--- config.mk ---
export PLATFORM = sky130hd
export DESIGN_NAME = clk_div_multi
export DESIGN_NICKNAME = d
export VERILOG_FILES = /design/src/rtl/clk_div_pkg.sv /design/src/rtl/clk_div_chan.sv /design/src/rtl/clk_div_multi.sv
export SDC_FILE = /design/constraint.sdc
export NUM_CORES = 1
export LEC_CHECK = 0
export ABC_AREA = 1
export CAP_MARGIN = 20
export CORE_ASPECT_RATIO = 0.5
export CORE_MARGIN = 4
export CORE_UTILIZATION = 62
export DETAILED_ROUTE_END_ITERATION = 12
export PLACE_DENSITY = 0.8
export SETUP_SLACK_MARGIN = 0.2
export SLEW_MARGIN = 5
export SYNTH_ARGS = -nofsm -noshare
export SYNTH_HDL_FRONTEND = slang
export SYNTH_HIERARCHICAL = 1
export SYNTH_SLANG_ARGS = --single-unit
--- constraint.sdc ---
create_clock -name clk_in_i -period 2.2 [get_ports clk_in_i]
set_clock_uncertainty 0.15 [all_clocks]
set_input_delay 0.44 -clock clk_in_i [delete_from_list [all_inputs] [get_ports clk_in_i]]
set_output_delay 0.44 -clock clk_in_i [all_outputs]
set_load 0.005 [all_outputs]
--- src/rtl/clk_div_pkg.sv ---
// Shared constants and helpers for the multi-channel clock divider.
// Derive divisors from the 50 MHz system clock with hp_for_hz().
package clk_div_pkg;

    localparam int unsigned CLK_IN_HZ     = 50_000_000;
    localparam int unsigned DIV_W_DEFAULT = 16;
    localparam int unsigned DEFAULT_HP    = 200;

    // Half-period in clk_in cycles for a target output frequency.
    function automatic int unsigned hp_for_hz(input int unsigned f_hz);
        return CLK_IN_HZ / (2 * f_hz);
    endfunction

endpackage

--- src/rtl/clk_div_chan.sv ---
// One divider channel: half-period counter, active/pending divisor, 50% clock and rise tick.
// A pending divisor is applied only at a phase boundary, or at once while the channel is disabled.
module clk_div_chan
    import clk_div_pkg::*;
#(
    parameter int unsigned DIV_W      = 16,
    parameter int unsigned DEFAULT_HP = 200
) (
    input  logic             clk_i,
    input  logic             rst_i,
    input  logic             en_i,
    input  logic             load_i,
    input  logic [DIV_W-1:0] div_i,
    output logic             pend_o,
    output logic             clk_o,
    output logic             tick_o
);

    logic [DIV_W-1:0] cnt_q, cnt_d;
    logic [DIV_W-1:0] hp_q, hp_d;
    logic [DIV_W-1:0] pend_hp_q, pend_hp_d;
    logic             pend_q, pend_d;
    logic             clk_q, clk_d;
    logic             tick_q, tick_d;

    always_comb begin
        cnt_d     = cnt_q;
        hp_d      = hp_q;
        pend_hp_d = pend_hp_q;
        pend_d    = pend_q;
        clk_d     = clk_q;
        tick_d    = 1'b0;

        // Load and apply are exclusive: a load is only taken while nothing is pending.
        if (load_i && !pend_q) begin
            pend_hp_d = (div_i == '0) ? DIV_W'(1) : div_i;
            pend_d    = 1'b1;
        end

        if (!en_i) begin
            cnt_d = '0;
            clk_d = 1'b0;
            if (pend_q) begin
                hp_d   = pend_hp_q;
                pend_d = 1'b0;
            end
        end else if (cnt_q == hp_q - DIV_W'(1)) begin
            cnt_d  = '0;
            clk_d  = ~clk_q;
            tick_d = ~clk_q;
            if (pend_q) begin
                hp_d   = pend_hp_q;
                pend_d = 1'b0;
            end
        end else begin
            cnt_d = cnt_q + DIV_W'(1);
        end
    end

    always_ff @(posedge clk_i) begin
        if (rst_i) begin
            cnt_q     <= '0;
            hp_q      <= DIV_W'(DEFAULT_HP);
            pend_hp_q <= DIV_W'(DEFAULT_HP);
            pend_q    <= 1'b0;
            clk_q     <= 1'b0;
            tick_q    <= 1'b0;
        end else begin
            cnt_q     <= cnt_d;
            hp_q      <= hp_d;
            pend_hp_q <= pend_hp_d;
            pend_q    <= pend_d;
            clk_q     <= clk_d;
            tick_q    <= tick_d;
        end
    end

    assign pend_o = pend_q;
    assign clk_o  = clk_q;
    assign tick_o = tick_q;

endmodule

--- src/rtl/clk_div_multi.sv ---
// CH independent programmable clock dividers with rise ticks off the 50 MHz system clock.
// Config writes go to a one-deep pending slot per channel; cfg_ready reflects the addressed slot.
module clk_div_multi
    import clk_div_pkg::*;
#(
    parameter int unsigned CH         = 4,
    parameter int unsigned DIV_W      = clk_div_pkg::DIV_W_DEFAULT,
    parameter int unsigned DEFAULT_HP = clk_div_pkg::DEFAULT_HP,
    localparam int unsigned CH_W      = (CH > 1) ? $clog2(CH) : 1
) (
    input  logic             clk_in_i,
    input  logic             rst_i,
    input  logic [CH-1:0]    en_i,
    input  logic             cfg_valid_i,
    input  logic [CH_W-1:0]  cfg_ch_i,
    input  logic [DIV_W-1:0] cfg_div_i,
    output logic             cfg_ready_o,
    output logic [CH-1:0]    clk_out_o,
    output logic [CH-1:0]    tick_o
);

    logic [CH-1:0] pend;
    logic [CH-1:0] load;

    // Addresses beyond CH match no channel: ready stays high and the write is dropped.
    always_comb begin
        cfg_ready_o = 1'b1;
        load        = '0;
        for (int i = 0; i < CH; i++) begin
            if (cfg_ch_i == CH_W'(i)) begin
                cfg_ready_o = !pend[i];
                load[i]     = cfg_valid_i && !pend[i];
            end
        end
    end

    for (genvar g = 0; g < CH; g++) begin : g_chan
        clk_div_chan #(
            .DIV_W      (DIV_W),
            .DEFAULT_HP (DEFAULT_HP)
        ) u_chan (
            .clk_i  (clk_in_i),
            .rst_i  (rst_i),
            .en_i   (en_i[g]),
            .load_i (load[g]),
            .div_i  (cfg_div_i),
            .pend_o (pend[g]),
            .clk_o  (clk_out_o[g]),
            .tick_o (tick_o[g])
        );
    end

endmodule

# After elaboration in Yosys (flattened, before gate mapping)
# Index checks and enable logic that the tools add are counted.
[classes]
addsub = 8
n_eq_ne = 11
mux = 37
n_bitwise = 12
n_reduce_logical = 26
[ops]
columns = ["op", "n"]
rows = [
  ["16-bit two-way mux", 13],
  ["16-bit by 1-bit adder with 16-bit output (second input constant)", 4],
  ["16-bit equality test", 4],
  ["16-bit by 1-bit subtractor with 16-bit output (second input constant)", 4],
  ["1-bit two-way mux", 24],
  ["3-bit OR reduction", 8],
  ["16-bit zero test", 1],
  ["1-bit inverter", 12],
  ["1-bit logical AND", 8],
  ["2-bit by 1-bit != test with 1-bit output (second input constant)", 4],
  ["2-bit OR reduction", 4],
  ["2-bit equality test (second input constant)", 2],
  ["1-bit zero test", 4],
  ["2-bit by 1-bit equality test with 1-bit output (second input constant)", 1],
  ["2-bit zero test", 1],
]
[totals]
regBits = 204
inputBits = 25
out_inout_bits = 9
word_cells = 118

# Depth between registers and ports, before layout
# Gate-level depths: netlist of run 1.
[logic_depth]
depth_word = 8
mapped_depth = 15
ltp_nobuf = 14

# Hierarchy
# Netlist of run 1, hierarchy kept.
[by_module_without_submodules]
columns = ["module", "n_inst", "cells_per_inst", "area_each_um2", "seq_area_each_um2"]
rows = [
  ["clk_div_chan", 4, 393, 2685.1, 1021.0],
  ["clk_div_multi", 1, 21, 82.6, 0.0],
]

# Least setup slack after synthesis of run 1
# No wires, ideal clock.
[synth_timing]
kind = "flip-flop to flip-flop"
from = "register g_chan[0].u_chan.hp_q[0]"
to = "register g_chan[0].u_chan.hp_q[12]"
setup_ns = 0.115
t_arrival_ns = 1.725
t_required_ns = 1.935
path_slack_ns = 0.210
path_stages_with_launch = 16
path_buffers = 1
cell_sequence = "dfxtp_1 inv_1 ha_1 nand2_2 nand2_1 nand3_1 nand2_1 nor2_1 nand3_1 nor2_1 nand3_2 nand2_4 buf_6 nand3_1 nand2_1 nor2_1"
[synth_via]
elab_chain_len = 3
[synth_rtl]
columns = ["item", "line_no", "rtl"]
rows = [
  ["start, declared", "clk_div_chan.sv:20", "logic [DIV_W-1:0] hp_q, hp_d;"],
  ["start signal, assigned", "clk_div_chan.sv:63", "hp_q <= DIV_W'(DEFAULT_HP);"],
  ["start signal, assigned", "clk_div_chan.sv:70", "hp_q <= hp_d;"],
  ["16-bit by 1-bit subtractor with 16-bit output", "clk_div_chan.sv:47", "end else if (cnt_q == hp_q - DIV_W'(1)) begin"],
  ["16-bit equality test", "clk_div_chan.sv:47", ""],
  ["2-bit by 1-bit != test with 1-bit output (no source line)", "--", ""],
]
# Every way passes these cells.
# A chain may end at the register's enable or synchronous reset.

# Final worst setup path of run 1
[layout_timing]
from = "register g_chan[1].u_chan.hp_q[12]"
to = "register g_chan[1].u_chan.hp_q[0]"
[layout_via]
elab_chain_len = 3
[layout_rtl]
columns = ["item", "line_no"]
rows = [
  ["start, declared", "clk_div_chan.sv:20"],
  ["start signal, assigned", "clk_div_chan.sv:63"],
  ["start signal, assigned", "clk_div_chan.sv:70"],
  ["16-bit by 1-bit subtractor with 16-bit output", "clk_div_chan.sv:47"],
  ["16-bit equality test", "clk_div_chan.sv:47"],
  ["2-bit by 1-bit != test with 1-bit output (no source line)", "--"],
]
# Every way passes these cells.

==> run metrics, run 1 <==
run status=finished with violations; failing checks=setup timing; Worst Hold Class=in -> reg; top routing layer in use=met4; worst hold start=rst_i; post-route cell area=14200 µm²; die area=19800 µm²; Initial Util=64.7%; via count=11.6k; maximum clock rate=413 MHz; most frequent cells in the layout=nand2_1, nor2_1, inv_1; top post-synthesis cells by area=dfxtp_1, nand2_1, nor2_1, nand3_1, inv_1; total CTS buffers=19; # H-tree levels=1; MaxCap Viol Count=0; worst r2r src=g_chan[1].u_chan/hp_q[12]; Gate Count Post-Synth=1593; residual DRC count=0; Clock transition at path regs=0.07 ns; Rows=33; Iter 0 DRT Violations=1213; maximum vdd drop=787 µV; Leakage=5.55 nW; final setup violation count=54; DRT Pass-1 Iters=6; area grow syn2layout=31.6%; commonest non-fill, non-tap cell in the layout=nand2_1; Inst Count DP=1857; clock tree buffer depth=3; Netlist cell types=33; HPWL Detailed=18200 µm; CTS root buffer=clkbuf_16; min cycle time layout=2.42 ns; Die X=195 µm; RSZ-0062 raised after global routing=true; Post-Layout Cell Count=1927; core area=16700 µm²; Yosys warning count=6; n_diodes=0; initial antenna violation count=0; layout cells sized above 1=30.4%; Final nets=1721; Port Buffers=33; syn_area_per_cell=6.79 µm²; first-pass GRT wire length=50800 µm; Yosys top cell area share=37.7%; endpoints failing hold=0; Worst-Margin Slew=0.865 ns; Overall Power=0.00868 W; GRT Total Usage=30.5%; worst skew pair latency=0.51 ns; Routed met1 length=14000 µm; grt total ovfl=0; top cell type by total area after synthesis=dfxtp_1; Die Y-Extent=101 µm; largest net degree at the start of global routing=34; Syn Nets=1626; vias per cell=6.01; Post-Route WL=35400 µm; final setup margin=-0.220 ns; critical path data required time=2.47 ns; Worst setup EP type=register; placer's final routability congestion estimate=0.875; Max-Slew Margin vs Limit=42.2%; crit path from=g_chan[1].u_chan/hp_q[12]; Routed WL per cell=18.4 µm; IO Pins=34; CP Max Fanout=6; Final Max Slew Viols=0; register area share after synthesis=37.7%; placed cell areas=11600 µm²; pwr/cell area=609 nW/µm²; Seq cells post-synth=204; vias in the first global route=10.5k; Tcrit/Tclk final=110%; r2r setup slk=-0.22 ns; CP Launch Type=register; critical path type=reg -> reg; clk sinks=204; Min Hold Slack=0.269 ns; Routed Antenna Nets=0; Met3 Wirelength=3010 µm; met2 wire len=16900 µm; netlist area before placement=10800 µm²; worst path arrival time=2.69 ns; CTS tree=done
[worst paths after layout]
| path | to | cells after the start |
|---|---|---|
| setup / recovery | g_chan[1].u_chan/hp_q[0] | 12 |
| hold / removal | g_chan[3].u_chan/pend_hp_q[0] | 2 |
| setup reg to reg | g_chan[1].u_chan/hp_q[0] | 12 |
| hold reg to reg | g_chan[2].u_chan/cnt_q[0] | 1 |
[worst max-delay path, stage by stage, from the launching register on]
cell      delay (ns)
dfxtp_1         0.38
nor2_1          0.18
nand2_1         0.11
nor2_1          0.25
nand3b_1        0.13
nand2_1         0.09
nand3_1         0.12
nor2_2          0.17
nand3_4         0.21
nand2_8         0.18
buf_6           0.15
a21oi_2         0.05
nor2_1          0.15
[Yosys cell counts, drive strengths merged]
library cell / number
clkbuf: 24
nand4: 16
a211oi: 48
a21oi: 76
a221oi: 4
o22ai: 4
or2: 8
nor2: 285
nand2: 376
nand3b: 12
and3: 4
dfxtp: 204
buf: 32
nor4: 16
o21ai: 24
inv: 185
or3: 4
xor2: 37
nand3: 171
nor3b: 4
xnor2: 35
ha: 8
nor3: 16
[kinds of logic after synthesis]
kind of cell / Yosys count / synth area share, %
AND/OR/NAND/NOR: 912 / 37.6
XOR/XNOR: 72 / 5.83
adder cells (fa/ha/maj): 8 / 0.925
flip-flops: 204 / 37.7
AO/OA/AOI/OAI: 156 / 8.51
buffers and inverters: 241 / 9.42
[stage by stage]
step                      utilization [%]  TNS (ns)  setup WS (ns)
after floorplan                         -         0          0.210
after global placement               69.3    -0.480         -0.108
after detailed placement             69.3     -3.71         -0.124
after CTS                            79.9         0         0.0214
after global routing                 85.2    -12.02         -0.259
final                                85.2     -5.66         -0.220
[sequential cells by signal, indices dropped and copies added, names as in the netlist]
name	cells
g_chan.u_chan/pend_hp_q	64
g_chan.u_chan/pend_o	4
g_chan.u_chan/cnt_q	64
g_chan.u_chan/tick_o	4
g_chan.u_chan/clk_o	4
g_chan.u_chan/hp_q	64
[layout make-up]
class,count,area [µm²]
sequential,204,4150
clock buffer,25,538
tap,227,284
timing repair buffer,120,1180
inverter,185,704
fill,882,2470
clock inverter,8,100
multi-input combinational,1158,7290
[per-layer routing]
layer  up-vias  GRT usage [%]
li1       5308              -
met1      5406           40.0
met2       684           52.5
met3       177           5.52
met4         0           9.12
met5         -              0
[power by group]
| part | internal, W | total (W) | switching [W] |
|---|---|---|---|
| registers | 0.00381 | 0.00393 | 0.000120 |
| logic | 0.000462 | 0.00124 | 0.000775 |
| clock network | 0.00197 | 0.00351 | 0.00154 |
| total | 0.00624 | 0.00868 | 0.00244 |
[what timing repair did]
action / 4_1_cts / 5_1_grt
hold endpoints to repair: 0 / 0
hold buffers: 0 / 0
cloned: 11 / 0
setup buffers: 16 / 10
pin swaps: 89 / 95
setup endpoints to repair: 139 / 144
gates resized for setup: 221 / 237
(Power assumes the default switching activity.)
==> run 2: changes to the inputs <==
- CORE_UTILIZATION: 62 -> 64
- CTS_CLUSTER_SIZE: default -> 20
- DONT_BUFFER_PORTS: default -> 1
==> run metrics, run 2 (synthesized netlist as in run 1, its figures left out) <==
clk sinks=204; worst r2r src=g_chan[1].u_chan/hp_q[5]; placer's final routability congestion estimate=0.888; Routed WL per cell=17.3 µm; total CTS buffers=19; IO Pins=34; RSZ-0062 raised after global routing=true; Initial Util=65.7%; CP Launch Type=register; area of the multi-input gates=6820 µm²; Final nets=1682; Worst Hold Class=in -> reg; Overall Power=0.00865 W; fillers=927; final setup violation count=36; commonest non-fill, non-tap cell in the layout=nand2_1; Final Max Slew Viols=0; vias in the first global route=9992; Worst-Margin Slew=0.490 ns; Leakage=5.32 nW; Sequential Area=4130 µm²; final setup margin=-0.172 ns; grt total ovfl=0; Tcrit/Tclk final=108%; # H-tree levels=1; dpl ws=-0.159 ns; DRT Pass-1 Iters=6; crit path from=g_chan[1].u_chan/hp_q[5]; critical path type=reg -> reg; registers with the most flip-flops=g_chan.u_chan/cnt_q (64), g_chan.u_chan/hp_q (64), g_chan.u_chan/pend_hp_q (64); die area=19200 µm²; first-pass GRT wire length=47900 µm; Worst setup EP type=register; Post-Route WL=32700 µm; largest net degree at the start of global routing=53; HPWL Detailed=17400 µm; worst path arrival time=2.64 ns; Seq pwr share=45.4%; CTS tree=done; internal power=0.00637 W; layout cells sized above 1=23.3%; Max-Slew Margin vs Limit=67.4%; core area=16500 µm²; Iter 0 DRT Violations=1423; endpoints failing hold=0; residual DRC count=0; n_diodes=0; Routed Antenna Nets=0; worst skew pair latency=0.51 ns; MaxCap Viol Count=0; Clock power frac=42.0%; pwr/cell area=639 nW/µm²; worst hold start=cfg_div_i[9]; Port Buffers=0; min cycle time layout=2.37 ns; GRT Total Usage=29.8%; clock tree buffer depth=3; Die X=192 µm; via count=11.2k; maximum clock rate=422 MHz; most frequent cells in the layout=nand2_1, nor2_1, inv_1; run status=finished with violations; area grow syn2layout=25.0%; sw frac=26.3%; vias per cell=5.92; CP Max Fanout=8; Gate power share=12.5%; Clock transition at path regs=0.08 ns; Rows=33; critical path data required time=2.47 ns; initial antenna violation count=0; failing checks=setup timing; Die Y-Extent=100 µm; CTS root buffer=clkbuf_16; Switch Pwr=0.00227 W; maximum vdd drop=465 µV
run 2: per-layer routing:
metal | vias to the layer above | wire (µm) | global-route usage [%]
met5 | - | 0 | 0
met4 | 0 | 1570 | 10.4
met3 | 158 | 2520 | 4.59
met2 | 572 | 15300 | 48.5
met1 | 5210 | 13400 | 40.8
li1 | 5239 | - | -
run 2: path summary, 6_finish.rpt:
kind | endpoint | slack [ns] | depth (start not counted)
setup / recovery | g_chan[1].u_chan/hp_q[5] | -0.17 | 12
hold / removal | g_chan[0].u_chan/pend_hp_q[9] | 0.00007 | 2
setup reg to reg | g_chan[1].u_chan/hp_q[5] | -0.17 | 12
hold reg to reg | g_chan[3].u_chan/cnt_q[0] | 0.30 | 1
run 2: cell type report:
cell class              instances  area share (%)
inverters                     185            5.26
well taps                     227            2.10
flip-flops and latches        204            30.5
repair buffers                 85            6.72
multi-input cells            1154            50.4
clock inverters                10            1.20
clock buffers                  23            3.77
run 2: critical path, cell delays in order (launching register included):
cell     delay [ns]
dfxtp_2        0.37
nor2_2         0.17
nand2_1        0.16
o21ai_1        0.27
nand2_1        0.09
nand2_1        0.07
nand3_1        0.07
nor2_1         0.14
nand3_2        0.17
nand2_8        0.17
buf_12         0.15
a21oi_1        0.09
nor2_1         0.21
run 2: power groups by stage:
| stage | logic, W | registers, W | clock network, W |
|---|---|---|---|
| 2_1_floorplan | 0.000610 | 0.00395 | 0 |
| 3_3_place_gp | 0.000696 | 0.00398 | 0 |
| 3_5_place_dp | 0.000725 | 0.00398 | 0 |
| 4_1_cts | 0.000895 | 0.00391 | 0.00362 |
| 5_1_grt | 0.00117 | 0.00394 | 0.00382 |
| 6_report | 0.00108 | 0.00393 | 0.00363 |
run 2: timing repair:
action                                  in CTS  in global routing
endpoints found under the setup margin     135                140
gates cloned                                 7                  3
setup buffers                               10                 13
hold endpoints to repair                    89                  2
gates resized for setup                    108                198
hold buffers                                24                  2
pin swaps                                   53                 62
run 2: stage by stage:
step	instance area (µm²)	cells	utilization, %	setup TNS, ns	hold WS [ns]
floorplan	10800	1593	-	0	0.286
global route	13500	1888	82.1	-8.49	-0.0185
global placement	11100	1796	67.3	-0.495	0.296
detailed placement	11100	1796	67.3	-3.50	0.305
CTS	12600	1870	76.3	0	0.000842
finish	13500	1888	82.1	-2.78	0.0000688
==> patch, RTL diff (config.mk and constraints of run 2) <==
Change the package constant `DIV_W_DEFAULT` from 16 to 18.
--- a/src/rtl/clk_div_pkg.sv
+++ b/src/rtl/clk_div_pkg.sv
@@ -5,3 +5,3 @@
     localparam int unsigned CLK_IN_HZ     = 50_000_000;
-    localparam int unsigned DIV_W_DEFAULT = 16;
+    localparam int unsigned DIV_W_DEFAULT = 18;
     localparam int unsigned DEFAULT_HP    = 200;
Ports: changed (resized cfg_div_i); port bits go from 34 to 36. No check against the original RTL was run, so the function may have changed too.
==> patch against run 2 <==
The run ends with hold timing, setup timing left. Critical path depth up 1. Synthesized cell count up 16%. Worst setup slack worse by 0.041 ns. Sequential power up 11%. Routed wire length up 26%. Non-clock buffer count up 73. Global-route usage up 1.2 points. Largest cell class unchanged. Area after synthesis up 18%. Total power up 9.9%. Design area up 24%. Sequential cell count up 24. Count of clock-buffer cells in the layout up 4. Critical path type unchanged.
==> patch: results (changes against run 2) <==
| Metric | Value |
|---|---|
| Leak pwr | `6.958 nW (was 5.315 nW)` |
| Global-route wire length before repair | `58590 um (was 47930 um)` |
| Largest net degree at the start of global routing | `41 (was 53)` |
| Placed inst area | `0.01328 mm^2 (was 0.01108 mm^2)` |
| Synth Area in Compound Gates | `8.017% (was 8.509%)` |
| Final hold slack | `-0.1571 ns (was 0.00006878 ns)` |
| Routed vias/inst | `5.927 (was 5.921)` |
| Worst min-delay path startpoint | `rst_i (was cfg_div_i[9])` |
| Largest regs | `g_chan.u_chan/cnt_q: 72 flops, g_chan.u_chan/hp_q: 72 flops, g_chan.u_chan/pend_hp_q: 72 flops (was g_chan.u_chan/cnt_q: 64 flops, g_chan.u_chan/hp_q: 64 flops, g_chan.u_chan/pend_hp_q: 64 flops)` |
| Layout Cells excl Fill | `2257 (was 1888)` |
| Total negative slack | `-5.418 ns (was -2.778 ns)` |
| Min setup slack post-route | `-0.2130 ns (was -0.1716 ns)` |
| Synth top cells by count | `nand2_1, nor2_1, inv_1 (was nand2_1, nor2_1, dfxtp_1)` |
| Worst Path Max Fanout | `6 (was 8)` |
| Final setup fails | `77 (was 36)` |
| Worst Setup SP | `g_chan[1].u_chan/hp_q[0] (was g_chan[1].u_chan/hp_q[5])` |
| Final hold vios | `31 (was 0)` |
| Status | `complete, but fails checks (unchanged)` |
| Xor and xnor area share after synthesis | `8.586% (was 5.827%)` |
| Failing checks | `hold timing, setup timing (was setup timing)` |
| GRT Total Usage | `31.04% (was 29.79%)` |
| Max_slew headroom | `50.74% (was 67.36%)` |
| HPWL after DPL | `21970 um (was 17450 um)` |
| Placed insts | `2112 (was 1796)` |
| Critical Path Max Stage Delay | `0.33 ns (was 0.37 ns)` |
| Number of global-route vias before repair | `12.12k (was 9992)` |
| Routed WL per cell | `18.33 um (was 17.35 um)` |
| Synthesized Nets | `1889 (was 1626)` |
| Cell variety after synth | `36 (was 33)` |
==> patch: report_power, final <==
group	switching [mW]	internal, mW	total (mW)
Combinational	0.873	0.563	1.44
Sequential	0.132	4.25	4.38
Clock	1.70	1.99	3.69
Total	2.70	6.80	9.50
==> patch: cells by family (layout without fill, tap and decap cells) <==
group | Yosys count | in the layout
simple gates | 1003 | 1015
buf+inv | 307 | 431
flops | 228 | 228
compound gates | 184 | 184
xor+xnor | 124 | 124
fa+ha+maj | 8 | 8
other cells | 0 | 1
==> patch: final cells by class <==
| cell class | count | area [um^2] | share of cell area [%] |
|---|---|---|---|
| Antenna cell | 1 | 2.502 | 0.01494 |
| Clock buffer | 27 | 578.1 | 3.451 |
| Clock inverter | 9 | 87.58 | 0.5229 |
| Inverter | 237 | 904.6 | 5.400 |
| Multi-Input combinational cell | 1331 | 8507 | 50.78 |
| Sequential cell | 228 | 4662 | 27.83 |
| Tap cell | 266 | 332.8 | 1.987 |
| Timing Repair Buffer | 158 | 1677 | 10.01 |
==> patch: final timing paths <==
kind	end	slack, ns	cells after the start
worst min register to register	g_chan[1].u_chan/pend_hp_q[17]	0.31	2
worst min-delay path	g_chan[1].u_chan/pend_hp_q[14]	-0.16	1
worst max-delay path	g_chan[1].u_chan/hp_q[16]	-0.21	13
worst max register to register	g_chan[1].u_chan/hp_q[16]	-0.21	13
==> patch: routing by layer <==
layer / track usage (%) / share of wire [%]
met1: 40.85 / 41
met5: 0 / 0
met4: 12.21 / 5.3
met3: 5.328 / 8.1
met2: 51.49 / 46
==> patch: repair_timing <==
item,in CTS,in global routing
setup buffers,28,22
cloned,15,10
hold buffers,32,1
endpoints found under the hold margin,102,31
pin swaps,69,74
gates resized for setup,178,250
endpoints found under the setup margin,150,169
